--- src/rtl/ic_pkg.sv ---
// Shared types and default configuration for the interrupt servicer.
package ic_pkg;

   // Service FSM states; any other encoding falls back to IDLE.
   typedef enum logic [1:0] {
      IDLE        = 2'b00,
      PROCESSING  = 2'b01,
      ACKNOWLEDGE = 2'b10
   } state_t;

   localparam int unsigned ID_W_DEF       = 3;
   localparam int unsigned QDEPTH_DEF     = 4;
   localparam int unsigned SVC_CYCLES_DEF = 4;

   // Service counter wide enough for the largest legal SVC_CYCLES (15).
   localparam int unsigned SVC_CNT_W = 4;

endpackage

--- src/rtl/ic_irq_fifo.sv ---
// Pending-request FIFO: power-of-two depth, naturally wrapping pointers.
// A push while full is only accepted if a pop happens at the same edge;
// otherwise it is dropped and flagged for one cycle on 'dropped'.
module ic_irq_fifo #(
   parameter int unsigned WIDTH = 3,
   parameter int unsigned DEPTH = 4,
   localparam int unsigned AW = $clog2(DEPTH),
   localparam int unsigned CW = $clog2(DEPTH + 1)
) (
   input  logic             clk,
   input  logic             rstn,
   input  logic             push,
   input  logic [WIDTH-1:0] push_data,
   input  logic             pop,
   output logic [WIDTH-1:0] pop_data,
   output logic [CW-1:0]    count,
   output logic             full,
   output logic             empty,
   output logic             dropped
);

   logic [WIDTH-1:0] mem [DEPTH];
   logic [AW-1:0]    wr_ptr_q, rd_ptr_q;
   logic [CW-1:0]    count_q;
   logic             do_push, do_pop;

   // Accept/drop decisions and status flags.
   always_comb begin
      full     = (count_q == CW'(DEPTH));
      empty    = (count_q == '0);
      do_pop   = pop && !empty;
      do_push  = push && (!full || do_pop);
      dropped  = push && !do_push;
      pop_data = mem[rd_ptr_q];
      count    = count_q;
   end

   // Pointer and occupancy registers.
   always_ff @(posedge clk or negedge rstn) begin
      if (!rstn) begin
         wr_ptr_q <= '0;
         rd_ptr_q <= '0;
         count_q  <= '0;
      end else begin
         if (do_push) wr_ptr_q <= wr_ptr_q + AW'(1);
         if (do_pop)  rd_ptr_q <= rd_ptr_q + AW'(1);
         if (do_push && !do_pop)      count_q <= count_q + CW'(1);
         else if (do_pop && !do_push) count_q <= count_q - CW'(1);
      end
   end

   // Storage; contents are meaningless until written, so no reset.
   always_ff @(posedge clk) begin
      if (do_push) mem[wr_ptr_q] <= push_data;
   end

endmodule

--- src/rtl/ic_irq_servicer.sv ---
// Interrupt servicer: captures rising edges of irq_in into a FIFO, services
// each request for SVC_CYCLES cycles, then pulses ack for one cycle.
// Optional feature: define IC_SVC_STATS_EN to add the svc_cnt port holding
// one 8-bit saturating ack counter per interrupt ID.
module ic_irq_servicer
   import ic_pkg::*;
#(
   parameter int unsigned ID_W       = ID_W_DEF,
   parameter int unsigned QDEPTH     = QDEPTH_DEF,
   parameter int unsigned SVC_CYCLES = SVC_CYCLES_DEF,
   localparam int unsigned CW        = $clog2(QDEPTH + 1),
   localparam int unsigned NUM_ID    = 1 << ID_W
) (
   input  logic            clk,
   input  logic            rstn,
   input  logic            irq_in,
   input  logic [ID_W-1:0] irq_id_in,
   output logic            ack,
   output logic [ID_W-1:0] ack_id,
   output logic            busy,
   output logic [ID_W-1:0] cur_id,
   output logic [CW-1:0]   q_count,
   output logic            q_full,
   output logic            overflow
`ifdef IC_SVC_STATS_EN
   ,
   output logic [NUM_ID*8-1:0] svc_cnt
`endif
);

   state_t                 state_q, state_d;
   logic [SVC_CNT_W-1:0]   cnt_q, cnt_d;
   logic [ID_W-1:0]        cur_id_q, cur_id_d;
   logic                   irq_q;
   logic                   overflow_q;
   logic                   push, pop;
   logic [ID_W-1:0]        head_id;
   logic                   fifo_empty;
   logic                   fifo_dropped;

   assign push = irq_in && !irq_q;

   ic_irq_fifo #(
      .WIDTH (ID_W),
      .DEPTH (QDEPTH)
   ) u_fifo (
      .clk       (clk),
      .rstn      (rstn),
      .push      (push),
      .push_data (irq_id_in),
      .pop       (pop),
      .pop_data  (head_id),
      .count     (q_count),
      .full      (q_full),
      .empty     (fifo_empty),
      .dropped   (fifo_dropped)
   );

   // Edge-detect history and sticky overflow flag.
   always_ff @(posedge clk or negedge rstn) begin
      if (!rstn) begin
         irq_q      <= 1'b0;
         overflow_q <= 1'b0;
      end else begin
         irq_q <= irq_in;
         if (fifo_dropped) overflow_q <= 1'b1;
      end
   end

   // FSM state, service counter and in-service ID.
   always_ff @(posedge clk or negedge rstn) begin
      if (!rstn) begin
         state_q  <= IDLE;
         cnt_q    <= '0;
         cur_id_q <= '0;
      end else begin
         state_q  <= state_d;
         cnt_q    <= cnt_d;
         cur_id_q <= cur_id_d;
      end
   end

   // Next-state and output decode; the queue is sampled by its registered
   // count, so a request pushed this edge is never popped at the same edge.
   always_comb begin
      state_d  = state_q;
      cnt_d    = cnt_q;
      cur_id_d = cur_id_q;
      pop      = 1'b0;
      ack      = 1'b0;
      ack_id   = '0;
      busy     = 1'b0;
      case (state_q)
         IDLE: begin
            if (!fifo_empty) begin
               pop      = 1'b1;
               cur_id_d = head_id;
               cnt_d    = '0;
               state_d  = PROCESSING;
            end
         end
         PROCESSING: begin
            busy  = 1'b1;
            cnt_d = cnt_q + SVC_CNT_W'(1);
            if (cnt_q == SVC_CNT_W'(SVC_CYCLES - 1)) state_d = ACKNOWLEDGE;
         end
         ACKNOWLEDGE: begin
            busy   = 1'b1;
            ack    = 1'b1;
            ack_id = cur_id_q;
            if (!fifo_empty) begin
               pop      = 1'b1;
               cur_id_d = head_id;
               cnt_d    = '0;
               state_d  = PROCESSING;
            end else begin
               state_d = IDLE;
            end
         end
         default: state_d = IDLE;
      endcase
   end

   assign cur_id   = cur_id_q;
   assign overflow = overflow_q;

`ifdef IC_SVC_STATS_EN
   logic [7:0] stat_q [NUM_ID];

   // Per-ID ack counters, saturating at 255.
   always_ff @(posedge clk or negedge rstn) begin
      if (!rstn) begin
         for (int i = 0; i < int'(NUM_ID); i++) stat_q[i] <= '0;
      end else if (ack && (stat_q[cur_id_q] != 8'hFF)) begin
         stat_q[cur_id_q] <= stat_q[cur_id_q] + 8'd1;
      end
   end

   for (genvar g = 0; g < int'(NUM_ID); g++) begin : g_stat
      assign svc_cnt[g*8 +: 8] = stat_q[g];
   end
`endif

endmodule

--- config.mk ---
export PLATFORM = sky130hd
export DESIGN_NAME = ic_irq_servicer
export DESIGN_NICKNAME = d
export VERILOG_FILES = /design/src/rtl/ic_pkg.sv /design/src/rtl/ic_irq_fifo.sv /design/src/rtl/ic_irq_servicer.sv
export SDC_FILE = /design/constraint.sdc
export NUM_CORES = 1
export LEC_CHECK = 0
export CORE_MARGIN = 2
export CORE_UTILIZATION = 54
export DETAILED_ROUTE_END_ITERATION = 16
export HOLD_SLACK_MARGIN = 0.15
export PLACE_DENSITY_LB_ADDON = 0.08
export SLEW_MARGIN = 20
export SYNTH_ARGS = -nofsm -noshare
export SYNTH_HDL_FRONTEND = slang
export SYNTH_SLANG_ARGS = --single-unit
--- constraint.sdc ---
create_clock -name clk -period 2.9 [get_ports clk]
set_input_delay 0.58 -clock clk [delete_from_list [all_inputs] [get_ports clk]]
set_output_delay 0.58 -clock clk [all_outputs]
set_load 0.01 [all_outputs]
; ---- Word level (Yosys, flattened, before mapping)
; Memories as Yosys holds them, arrays and structs flattened. A register that Yosys moved wholly into a read port is not among the register bits.
; Index checks and enable logic that the tools add are counted.
[op_classes]
n_eq_ne = 7
muxes = 15
n_addsub = 5
bitwise = 1
n_reduce_logical = 22
[ops]
columns = operator, count
row1 = two-way mux 3 bit, 3
row2 = case mux 4 bit (2 select lines), 1
row3 = two-way mux 1 bit, 7
row4 = logical AND 1 bit, 6
row5 = zero test 1 bit, 6
row6 = "!= test 2 bit, second input constant", 3
row7 = case mux 2 bit (3 select lines), 1
row8 = AND reduction 2 bit, 3
row9 = "adder 2 x 1 -> 2 bit, second input constant", 2
row10 = "adder 4 x 1 -> 4 bit, second input constant", 1
row11 = "== test 4 x 2 -> 1 bit, second input constant", 1
row12 = two-way mux 2 bit, 2
row13 = two-way mux 4 bit, 1
row14 = nonzero test 2 bit, 2
row15 = OR reduction 2 bit, 2
row16 = "adder 3 x 1 -> 3 bit, second input constant", 1
row17 = "== test 3 bit, second input constant", 1
row18 = zero test 3 bit, 1
row19 = "subtractor 3 x 1 -> 3 bit, second input constant", 1
row20 = "== test 2 x 1 -> 1 bit, second input constant", 1
row21 = "== test 2 bit, second input constant", 1
row22 = zero test 2 bit, 1
row23 = logical OR 1 bit, 1
row24 = inverter 1 bit, 1
[word_totals]
output_inout_bits = 13
mem_count = 1
elab_cells = 58
ramBits = 12
inputBits = 6
regBits = 15
[memory_table]
columns = memory, words, width, rd, rd_clocked_by_memory_dff, wr, line
row1 = u_fifo.mem, 4, 3, 1, 1, 1, ic_irq_fifo.sv:22  ; logic [WIDTH-1:0] mem [DEPTH];

; ---- Depth between registers and ports, before layout
; Gate-level depths: netlist of the first run.
[logic_depth]
depth_word = 10
depth_mapped = 10
ltp_nobuf = 10

; ---- By module
; Synthesis of the first run repeated with hierarchy kept, for this count alone.
[unflattened]
cells_unflattened = 102
area_unflattened_um2 = 1452.6
[modules_own_cells]
columns = module, area_each_um2, seq_area_each_um2, cells_each, n_inst
row1 = ic_irq_fifo, 880.8, 535.5, 53, 1
row2 = ic_irq_servicer, 571.8, 275.3, 49, 1

; ---- Least setup slack after synthesis of the first run
; No wires, ideal clock.
[synth_timing]
kind = register to register
from = register state_q[0]
to = register u_fifo.count_q[2], in the netlist u_fifo.count[2]
n_path_buf = 0
setup_ns = 0.080
required_ns = 2.820
synth_period_minus_slack_ns = 2.387
path_stages_with_launch = 11
arrival_ns = 2.307
setup_slack_ns = 0.513
path_cell_list = dfrtp_1 inv_1 ha_1 nor2_1 a21oi_4 ha_1 inv_1 fa_1 xor2_1 nor2_1 xor2_1
[synth_between]
elab_chain_cells = 9
word_cells_on_any_way = 13
cone_classes = eq/ne (1) / mux (2) / reduce/logical (10)
[synth_lines]
columns = item, line
row1 = "start, declared", ic_irq_servicer.sv:31  ; state_t state_q, state_d;
row2 = "start signal, assigned", ic_irq_servicer.sv:77  ; state_q <= state_d;
row3 = == test 2 bit / zero test 2 bit (equally long branches), ic_irq_servicer.sv:93  ; case (state_q)
row4 = OR reduction 2 bit (no line) *, n/a
row5 = two-way mux 1 bit *, n/a
row6 = logical AND 1 bit *, ic_irq_fifo.sv:31  ; do_pop = pop && !empty;
row7 = logical OR 1 bit *, ic_irq_fifo.sv:32  ; do_push = push && (!full || do_pop);
row8 = logical AND 1 bit *, ic_irq_fifo.sv:32
row9 = net u_fifo.do_push, ic_irq_fifo.sv:25  ; logic do_push, do_pop;
row10 = zero test 1 bit, ic_irq_fifo.sv:48  ; else if (do_pop && !do_push) count_q <= count_q - CW'(1);
row11 = logical AND 1 bit, ic_irq_fifo.sv:48
row12 = nonzero test 2 bit (no line), n/a
row13 = "end signal, assigned", ic_irq_fifo.sv:47  ; if (do_push && !do_pop) count_q <= count_q + CW'(1);
row14 = "end signal, assigned", ic_irq_fifo.sv:48
row15 = "end, declared", ic_irq_fifo.sv:24  ; logic [CW-1:0] count_q;
; The timed path passes the listed nets; every way through them passes the cells marked *.
; A chain may end at the register's enable or synchronous reset.

; ---- Worst setup path after layout of the first run
[layout_timing]
from = register state_q[0]
to = output port ack_id[2]
[layout_between]
elab_chain_cells = 2
[layout_lines]
columns = item, line
row1 = == test 2 bit, ic_irq_servicer.sv:93
row2 = two-way mux 3 bit, ic_irq_servicer.sv:93
row3 = "end, declared", ic_irq_servicer.sv:19  ; output logic [ID_W-1:0] ack_id,
; No other way between the ends.

==> key figures, run 1 <==
Worst setup path
  • Reg2Reg Setup Slack: 240 ps
  • CP endpoint kind: output port
  • CP Launch Type: register
  • Worst Path Max Fanout: 10
  • Worst setup path class: reg2out
  • Worst path required time: 2320 ps
  • Worst EP arrival: 2100 ps

Yosys
  • Cells after Synth: 104
  • Register area share after synthesis: 54.6%
  • Avg Cell Area, Syn: 14.3 sq um
  • Flops & latches, synth: 30
  • Distinct cell type count after synthesis: 34
  • Synthesized area: 1480 sq um
  • Syn_nets: 122
  • Yosys warnings: 0

Drt
  • DR iter-0 viols: 19
  • Post-route DRC: 0
  • First-pass iteration count of the detailed router: 4
  • Routed wire per std cell: 15.9 um
  • Post-Route WL: 2560 um
  • Vias per cell: 5.58
  • Via count: 898
  • Post-DRT Antenna Nets: 0

Place
  • DP Area: 1710 sq um
  • GPL Wtd Cong: 0.772
  • Hpwl dp: 1830 um
  • # port buffers: 18
  • Pre-CTS setup slack: 300 ps

Timing
  • Slew margin rel.: 45.8%
  • Final setup TNS: 0 ps
  • Max-slew violations: 0
  • RSZ-0062 raised after global routing: false
  • PnR worst setup slack: 216 ps
  • Period minus WS final: 2680 ps
  • # setup viols final: 0
  • Clk_skew: 2.87 ps
  • Period utilisation layout: 92.5%
  • Hold Vio Cnt, Final: 0
  • Slew @ Worst Pin: 810 ps
  • Max Clk Rate: 373 MHz

Power
  • P per Cell Area: 1070 nW/um^2
  • Leak: 0.722 nW
  • VDD IR max: 0.000859 V
  • Power Total: 1.87 mW

Die
  • Full die area: 3180 sq um
  • Num ports: 19
  • Row count: 19
  • Initial Util: 55.2%
  • Core area: 2690 sq um
  • Die Ht: 56.4 um
  • Die span in x: 56.4 um

Clock network
  • Root Driver: clkbuf_4
  • CTS H-Tree Depth: 2
  • CTS clk-pin slew, worst paths: 90 ps
  • CTS tree: yes
  • Clk sinks: 30
  • Number of CTS-inserted buffers: 5
  • Post-CTS Resized: 0
  • Hold Buf Count CTS: 0
  • Post CTS Setup Buffer Count: 0
  • Clock Latency Late Sink: 340 ps
  • Max clock buf depth: 2

Layout
  • Number of inserted diodes: 0
  • Layout cell share with drive strength beyond 1: 19.2%
  • Number of nets in the layout: 147
  • Design Area, Final: 1760 sq um
  • Area Overhead vs Synth: 18.5%

Global route
  • Initial antenna violation count: 0
  • Vias in the first global route: 933
  • Gr usage total: 18.8%
  • First-pass GRT wire length: 4310 um
  • Grt ovf: 0
  • Largest net degree at the start of global routing: 19

Hold path
  • Hold WC Path Type: reg2reg

Outcome
  • Run status: finished clean

Job
  • Max cap viols: 0
## where the power goes
group          internal, mW  switching (mW)
logic                 0.498           0.374
clock network        0.0899           0.153
registers             0.575           0.184
## cell type report
cell class	instances	area, sq um
fillers	201	927
flip-flops and latches	30	811
multi-input cells	65	638
repair buffers	19	188
well taps	31	38.8
clock buffers	5	37.5
inverters	8	30.0
clock inverters	3	16.3
## final timing paths
| kind | to | cells after the start | from |
|---|---|---|---|
| max | ack_id[2] | 4 | state_q[0] |
| min reg2reg | overflow | 1 | overflow |
| min | overflow | 1 | overflow |
| max in group asynchronous | irq_q | 1 | rstn |
| min in group asynchronous | u_fifo.wr_ptr_q[0] | 1 | rstn |
| max reg2reg | u_fifo.count[2] | 10 | state_q[0] |
## Yosys cell counts (all sizes together)
library cell / instances / area share (%)
and2: 7 / 3.3
a21o: 1 / 0.51
a2111oi: 1 / 0.59
nand2: 4 / 1.0
or3b: 1 / 0.59
and3: 1 / 0.42
xor2: 3 / 1.8
o32ai: 1 / 1.9
nor3: 2 / 0.67
o21bai: 1 / 0.51
nor2: 3 / 0.76
dfrtp: 18 / 30
mux2: 6 / 4.8
ha: 11 / 9.3
a211o: 2 / 1.2
o22ai: 1 / 0.42
or3: 1 / 0.42
o21ai: 2 / 0.67
nor3b: 1 / 1.3
edfxtp: 12 / 24
fa: 1 / 1.3
a22oi: 1 / 0.51
mux4: 3 / 4.6
buf: 1 / 0.34
a211oi: 1 / 0.51
nand3: 2 / 0.67
inv: 8 / 2.0
nand2b: 1 / 0.42
mux2i: 1 / 0.67
a21oi: 1 / 1.1
nor4: 1 / 0.84
xnor2: 4 / 2.4
## cell families (layout without fill, tap and decap cells)
| logic type | Yosys count | in the layout | share of synthesized area, % |
|---|---|---|---|
| AO/OA/AOI/OAI | 12 | 12 | 7.84 |
| XOR/XNOR | 7 | 7 | 4.13 |
| adder cells (fa/ha/maj) | 12 | 12 | 10.6 |
| buffers and inverters | 9 | 35 | 2.36 |
| flip-flops | 30 | 30 | 54.6 |
| multiplexers | 10 | 10 | 10.0 |
| AND/OR/NAND/NOR | 24 | 24 | 10.4 |
## placed cells by master (no fill, tap or decap), drive strengths merged, types with 2 or more instances in the layout
master / netlist / routed
o21ai: 2 / 2
clkinv: 0 / 2
xnor2: 4 / 4
clkbuf: 0 / 5
clkdlybuf4s50: 0 / 18
dfrtp: 18 / 18
mux4: 3 / 3
ha: 11 / 11
a211o: 2 / 2
and2: 7 / 7
inv: 8 / 8
nand2: 4 / 4
mux2: 6 / 6
edfxtp: 12 / 12
xor2: 3 / 3
nor2: 3 / 3
nor3: 2 / 2
nand3: 2 / 2
## registers in the layout, indices dropped and copies added (netlist names)
signal and count:
cnt_q 4, cur_id 3, irq_q 1, overflow 1, state_q 2, u_fifo.count 3, u_fifo.mem 12, u_fifo.rd_ptr_q 2
u_fifo.wr_ptr_q 2
## layer usage
metal | vias up | track usage, % | routed length, um
li1 | 420 | - | -
met1 | 449 | 23.7 | 1180
met2 | 21 | 27.7 | 1180
met3 | 8 | 5.07 | 113
met4 | 0 | 13.3 | 82
met5 | - | 0 | 0
## metrics by stage
stage                     cells  hold slack [ps]  utilization [%]
after floorplan             104              284                -
after global placement      153              461             63.5
after detailed placement    153              470             63.5
after CTS                   161              496             65.5
after global routing        161              506             65.5
final                       161              490             65.5
## worst max-delay path, stage by stage (launching register included)
cell and delay (ps):
dfrtp_1 520, inv_1 150, ha_1 380, and2_1 180
clkdlybuf4s50_1 530
Note: power is estimated with default switching activity, not from simulation.
==> run 2: changes to the inputs <==
--- a/config.mk
+++ b/config.mk
@@ -6,11 +6,12 @@
 export NUM_CORES = 1
 export LEC_CHECK = 0
 export CORE_MARGIN = 2
-export CORE_UTILIZATION = 54
+export CORE_UTILIZATION = 53
 export DETAILED_ROUTE_END_ITERATION = 16
 export HOLD_SLACK_MARGIN = 0.15
 export PLACE_DENSITY_LB_ADDON = 0.08
 export SLEW_MARGIN = 20
 export SYNTH_ARGS = -nofsm -noshare
 export SYNTH_HDL_FRONTEND = slang
+export SYNTH_HIERARCHICAL = 1
 export SYNTH_SLANG_ARGS = --single-unit
==> key figures, run 2 <==
Outcome
  • Run status: finished clean

Clock network
  • Root Driver: clkbuf_4
  • CTS clk-pin slew, worst paths: 80 ps (about the same)
  • Clk sinks: 30 (unchanged)
  • Hold Buf Count CTS: 0 (unchanged)
  • Max clock buf depth: 2 (unchanged)
  • CTS H-Tree Depth: 2 (unchanged)
  • Clock Latency Late Sink: 320 ps (-20 ps)
  • CTS tree: yes
  • Number of CTS-inserted buffers: 5 (unchanged)

Timing
  • Max-slew violations: 0 (unchanged)
  • Clk_skew: 5.63 ps (+2.77 ps)
  • RSZ-0062 raised after global routing: false
  • Slew margin rel.: 46.4% (+0.51 points)
  • Period minus WS final: 2740 ps (+55.2 ps)
  • Final setup TNS: 0 ps (unchanged)
  • Hold Vio Cnt, Final: 0 (unchanged)
  • Fin Hold WS: 480 ps (-9.92 ps)
  • Slew @ Worst Pin: 802 ps (-7.59 ps)
  • Max Clk Rate: 365 MHz (-2.0%)
  • # setup viols final: 0 (unchanged)
  • Period utilisation layout: 94.4% (+1.9 points)

Layout
  • Fillers: 186 (-7.5%)
  • Area Overhead vs Synth: 22.0%
  • Registers with the most flip-flops: u_fifo/mem: 12 flops, cnt_q: 4 flops
  • Area of the multi-input gates: 609 sq um (-4.5%)
  • Util after Layout: 69.7% (+4.2 points)
  • Reg with most FFs: u_fifo/mem
  • Max FFs per register: 12 (unchanged)
  • Layout cell share with drive strength beyond 1: 19.5% (+0.30 points)
  • Most frequent cells in the layout: dfrtp_1 (18), clkdlybuf4s50_1 (18), edfxtp_1 (12)
  • Number of nets in the layout: 145 (-1.4%)
  • FF/Latch Area: 811 sq um (unchanged)
  • Number of inserted diodes: 0 (unchanged)

Die
  • Die span in x: 56.4 um (-0.12%)
  • Full die area: 3180 sq um (-0.25%)
  • Die Ht: 56.4 um (-0.12%)
  • Core area: 2540 sq um (-5.3%)
  • Initial Util: 57.1% (+1.8 points)
  • Row count: 18 (-1)
  • Num ports: 19 (unchanged)

Place
  • # port buffers: 18 (unchanged)
  • GPL Wtd Cong: 0.704 (-8.8%)
  • Hpwl dp: 1760 um (-4.1%)

Worst setup path
  • Worst reg2reg endpoint: u_fifo/count[1]
  • Slowest stage cell, crit path: dfrtp_1
  • Crit Reg-Reg Startpoint: state_q[0]
  • Worst setup path class: reg2reg
  • R2R depth: 10 (unchanged)
  • Worst EP arrival: 2950 ps (+850 ps)
  • Critical Path Max Stage Delay: 470 ps (-60 ps)
  • CP delay by family, top: adder cells
  • CP Launch Type: register
  • CP Buf/Inv Count: 2 (unchanged)
  • Worst path required time: 3110 ps (+790 ps)
  • CP endpoint kind: register
  • Reg2Reg Setup Slack: 160 ps (-80 ps)
  • Worst Path Max Fanout: 7 (-3)
  • CP cell instances: inv_1, ha_1, nor2_1, nor2_1, nor4b_2, nor2b_2, ha_1, inv_1, fa_1, mux2_2

Drt
  • Via count: 846 (-5.8%)
  • Vias per cell: 5.35 (-4.0%)
  • DR iter-0 viols: 9 (-10)
  • Routed wire per std cell: 14.5 um (-8.6%)
  • Post-Route WL: 2300 um (-10%)
  • Post-DRT Antenna Nets: 0 (unchanged)
  • Post-route DRC: 0 (unchanged)
  • First-pass iteration count of the detailed router: 4 (unchanged)

Yosys
  • Distinct cell type count after synthesis: 31 (-8.8%)
  • Yosys warnings: 6 (+6)
  • Commonest cells in the netlist: dfrtp_1 (18), edfxtp_1 (12), ha_1 (11)
  • Cells after Synth: 102 (-1.9%)
  • Synthesized area: 1450 sq um (-2.1%)
  • Ys async rst share: 60.0% (unchanged)
  • Top_reg_cell synth: dfrtp_1
  • Register area share after synthesis: 55.8% (+1.2 points)
  • Top-area cell type share of the netlist area: 31.0% (+0.65 points)
  • Flops & latches, synth: 30 (unchanged)
  • Most frequent cell after synthesis: dfrtp_1
  • Avg Cell Area, Syn: 14.2 sq um (-0.19%)
  • EDFF count, synth: 12 (unchanged)
  • Syn_nets: 120 (-1.6%)
  • Synth top area cells: dfrtp_1 (31%), edfxtp_1 (25%), ha_1 (9.5%)
  • Leading area contributor after synthesis: dfrtp_1

Power
  • P per Cell Area: 1130 nW/um^2 (+6.2%)
  • VDD IR max: 0.000994 V (+16%)
  • Leak: 0.728 nW (+0.88%)

Global route
  • First-pass GRT wire length: 4030 um (-6.6%)
  • Initial antenna violation count: 0 (unchanged)
  • Grt ovf: 0 (unchanged)
  • Largest net degree at the start of global routing: 19 (unchanged)
  • Vias in the first global route: 912 (-2.3%)
  • Gr usage total: 17.0% (-1.8 points)

Hold path
  • Hold Path End: overflow
  • Hold WC Path Type: reg2reg
  • Hold depth: 1 (unchanged)
  • Worst Min Path Start: overflow

Job
  • Max cap viols: 0 (unchanged)
-- run 2: cell count changes after synthesis, moves of 2 or more --
cell	change
mux2_2	-4
o21ai_1	+5
mux2_1	+5
nor2b_1	+2
o21ai_0	-2
inv_1	-3
a211o_1	-2
-- run 2: worst max path at each step --
stage	startpoint	endpoint	cells past startpoint
3_3_place_gp	irq_in	u_fifo/count[2]	9
2_1_floorplan	state_q[0]	u_fifo/count[2]	13
3_5_place_dp	irq_in	u_fifo/count[2]	9
4_1_cts	state_q[0]	u_fifo/count[2]	12
5_1_grt	state_q[0]	u_fifo/count[1]	10
6_report	state_q[0]	u_fifo/count[1]	10
-- run 2: final cells by class --
class | instances | area share [%]
Clock inverter | 3 | 3.60
Multi-Input combinational cell | 65 | 34.4
Clock buffer | 5 | 2.12
Tap cell | 30 | 2.12
Inverter | 5 | 1.06
Sequential cell | 30 | 45.7
Timing Repair Buffer | 20 | 11.0
-- run 2: kinds of logic (layout without fill, tap and decap cells) --
group	Yosys count	count (layout)	share of synthesized area [%]
AOI/OAI and AO/OA	9	9	4.13
buffers and inverters	7	33	2.41
DFF	30	30	55.8
and+or+nand+nor	27	27	11.8
muxes	11	11	11.4
xor gates and xnor gates	6	6	3.62
adders and majority gates	12	12	10.9
-- run 2: routing by layer --
metal	global-route usage [%]	part of all wire, %	up-vias
met5	0	0	-
met4	10.2	2.6	0
met3	5.30	4.7	8
met2	26.4	46	23
met1	20.7	46	402
li1	-	-	413
-- run 2: report_power, final --
part	switching [mW]	total [mW]	internal, mW	leakage [nW]
Combinational	0.377	0.874	0.497	0.348
Sequential	0.146	0.726	0.580	0.327
Clock	0.140	0.405	0.266	0.0528
Total	0.662	2.00	1.34	0.728
-- run 2: metrics by stage --
| stage | setup WS [ps] | cell area (sq um) | std cells | total power [mW] |
|---|---|---|---|---|
| finish | 161 | 1770 | 158 | 2.00 |
| global route | 6.17 | 1770 | 158 | 2.15 |
| CTS | 114 | 1770 | 158 | 2.03 |
| detailed placement | 68.3 | 1670 | 150 | 1.62 |
| global placement | 190 | 1670 | 150 | 1.57 |
| floorplan | 301 | 1450 | 102 | 1.28 |
-- run 2: repair_timing --
item / CTS / global route
endpoints found under the hold margin: 0 / 0
buffers inserted: 0 / 0
endpoints found under the setup margin: 0 / 2
gates resized for setup: 0 / 1
==> run 3: changes to the inputs <==
--- a/config.mk
+++ b/config.mk
@@ -5,7 +5,6 @@
 export SDC_FILE = /design/constraint.sdc
 export NUM_CORES = 1
 export LEC_CHECK = 0
-export CORE_MARGIN = 2
 export CORE_UTILIZATION = 53
 export DETAILED_ROUTE_END_ITERATION = 16
 export HOLD_SLACK_MARGIN = 0.15
==> key figures, run 3 (synthesis gave the netlist of run 2 again) <==
Die
  • Die span in x: 54.4 um (-3.5%)
  • Core area: 2520 sq um (-0.88%)
  • Full die area: 2950 sq um (-7.0%)
  • Row count: 18 (unchanged)
  • Num ports: 19 (unchanged)
  • Initial Util: 57.6% (+0.51 points)
  • Die Ht: 54.4 um (-3.5%)

Hold path
  • Hold WC Path Type: reg2reg
  • Hold depth: 1 (unchanged)

Clock network
  • CTS tree: yes
  • Root Driver: clkbuf_4
  • Post CTS Setup Buffer Count: 0 (unchanged)
  • Number of CTS-inserted buffers: 5 (unchanged)
  • CTS H-Tree Depth: 2 (unchanged)
  • CTS clk-pin slew, worst paths: 80 ps (about the same)
  • Max clock buf depth: 2 (unchanged)
  • Clock Latency Late Sink: 320 ps (about the same)
  • Hold Buf Count CTS: 0 (unchanged)
  • Post-CTS Resized: 0 (unchanged)
  • Clk sinks: 30 (unchanged)

Layout
  • Number of inserted diodes: 0 (unchanged)
  • Most frequent cells in the layout: dfrtp_1 (18), clkdlybuf4s50_1 (18), edfxtp_1 (12)
  • Area of the multi-input gates: 614 sq um (+0.82%)
  • Number of nets in the layout: 145 (unchanged)
  • Max FFs per register: 12 (unchanged)
  • FF/Latch Area: 811 sq um (unchanged)
  • Fillers: 186 (unchanged)
  • Layout cell share with drive strength beyond 1: 18.8% (-0.78 points)
  • Util after Layout: 68.4% (-1.3 points)
  • Area Overhead vs Synth: 18.8%
  • Design Area, Final: 1730 sq um (-2.7%)
  • Reg with most FFs: u_fifo/mem
  • Registers with the most flip-flops: u_fifo/mem: 12 flops, cnt_q: 4 flops

Worst setup path
  • Slowest stage cell, crit path: dfrtp_1
  • CP endpoint kind: register
  • R2R depth: 12 (+2)
  • Worst EP arrival: 2900 ps (-50 ps)
  • Worst path most repeated cell: nor2_1
  • Worst path required time: 3140 ps (+30 ps)
  • Crit Reg-Reg Startpoint: state_q[0]
  • Setup crit end: u_fifo/count[2]
  • CP Launch Type: register
  • Worst Path Max Fanout: 8 (+1)
  • Critical Path Max Stage Delay: 460 ps (about the same)
  • Worst setup path class: reg2reg
  • Reg2Reg Setup Slack: 240 ps (+80 ps)
  • Worst reg2reg endpoint: u_fifo/count[2]
  • Worst setup path start: state_q[0]
  • CP cell instances: inv_1, ha_1, nor2_1, nor2_1, nor4b_2, nor2b_2, ha_1, inv_1, fa_1, xor2_1, nor2_1, xor2_1

Timing
  • Clk_skew: 12.4 ps (+6.75 ps)
  • # setup viols final: 0 (unchanged)
  • Max-slew violations: 0 (unchanged)
  • Final setup TNS: 0 ps (unchanged)
  • Period utilisation layout: 91.7% (-2.7 points)
  • RSZ-0062 raised after global routing: false
  • Slew margin rel.: 45.4% (-0.97 points)
  • Slew @ Worst Pin: 817 ps (+14.5 ps)
  • Hold Vio Cnt, Final: 0 (unchanged)
  • Max Clk Rate: 376 MHz (+2.9%)
  • Period minus WS final: 2660 ps (-78.5 ps)

Place
  • # port buffers: 18 (unchanged)
  • DP Area: 1670 sq um (unchanged)
  • Hpwl dp: 1650 um (-6.0%)
  • GPL Wtd Cong: 0.690 (-2.0%)

Drt
  • Via count: 839 (-0.83%)
  • Post-Route WL: 2270 um (-1.0%)
  • Routed wire per std cell: 14.4 um (-1.0%)
  • DR iter-0 viols: 11 (+2)
  • Post-DRT Antenna Nets: 0 (unchanged)
  • Vias per cell: 5.31 (-0.83%)
  • First-pass iteration count of the detailed router: 4 (unchanged)
  • Post-route DRC: 0 (unchanged)

Global route
  • Grt ovf: 0 (unchanged)
  • Gr usage total: 18.4% (+1.4 points)
  • Initial antenna violation count: 0 (unchanged)
  • Vias in the first global route: 812 (-11%)
  • Largest net degree at the start of global routing: 19 (unchanged)
  • First-pass GRT wire length: 3620 um (-10%)

Power
  • Comb power frac: 47.7% (+4.1 points)
  • Clock power frac: 12.4% (-7.8 points)
  • Switching part of the total power: 35.4% (+2.4 points)
  • Leak: 0.703 nW (-3.5%)
  • VDD IR max: 0.000875 V (-12%)
  • Int Power: 1.18 mW (-12%)
  • Sequential Power Share: 39.9% (+3.7 points)
  • P per Cell Area: 1060 nW/um^2 (-6.5%)
  • P_sw: 0.647 mW (-2.4%)

Job
  • Max cap viols: 0 (unchanged)

Outcome
  • Run status: finished clean
==> run 3: cell count changes in the layout (fill, tap and decap cells not counted), sizes merged <==
cell / previous run / this run
bufinv: 2 / 0
clkinv: 1 / 0
clkbuf: 5 / 8
==> run 3: power by group through the flow <==
stage	clock network, mW	registers (mW)	logic, mW
after floorplan	0	0.713	0.568
after global placement	0	0.726	0.858
after detailed placement	0	0.734	0.872
after CTS	0.235	0.725	0.878
after global routing	0.252	0.750	0.956
final	0.227	0.728	0.870
==> run 3: critical path, delay by kind of cell (launching register included) <==
family | cells | cell delay [ps]
DFF | 1 | 460
and+or+nand+nor | 5 | 740
xor gates and xnor gates | 2 | 290
buffers and inverters | 2 | 170
adders and majority gates | 3 | 920
==> run 3: through the flow <==
stage	cells	setup slack (ps)	hold WS (ps)	total power, mW
after floorplan	102	301	284	1.28
after global placement	150	186	456	1.58
after detailed placement	150	53.0	463	1.61
after CTS	158	89.9	484	1.84
after global routing	158	29.5	497	1.96
final	158	240	484	1.83
==> run 3: area by class of cell <==
type / count / share of cell area [%]
flip-flops and latches: 30 / 47.0
clock buffers: 8 / 2.83
repair buffers: 20 / 11.3
multi-input cells: 65 / 35.6
inverters: 5 / 1.09
well taps: 30 / 2.18
==> run 3: worst min-delay path by stage <==
| stage | startpoint | to |
|---|---|---|
| 2_1_floorplan | rstn | cnt_q[0] |
| 3_3_place_gp | overflow | overflow |
| 3_5_place_dp | overflow | overflow |
| 4_1_cts | overflow | overflow |
| 5_1_grt | overflow | overflow |
| 6_report | overflow | overflow |
==> run 3: layer usage <==
layer	up-vias	global-route usage (%)	share of wire (%)
li1	409	-	-
met1	408	22.4	48
met2	20	29.3	47
met3	2	5.83	4.0
met4	0	8.97	0.84
met5	-	0	0
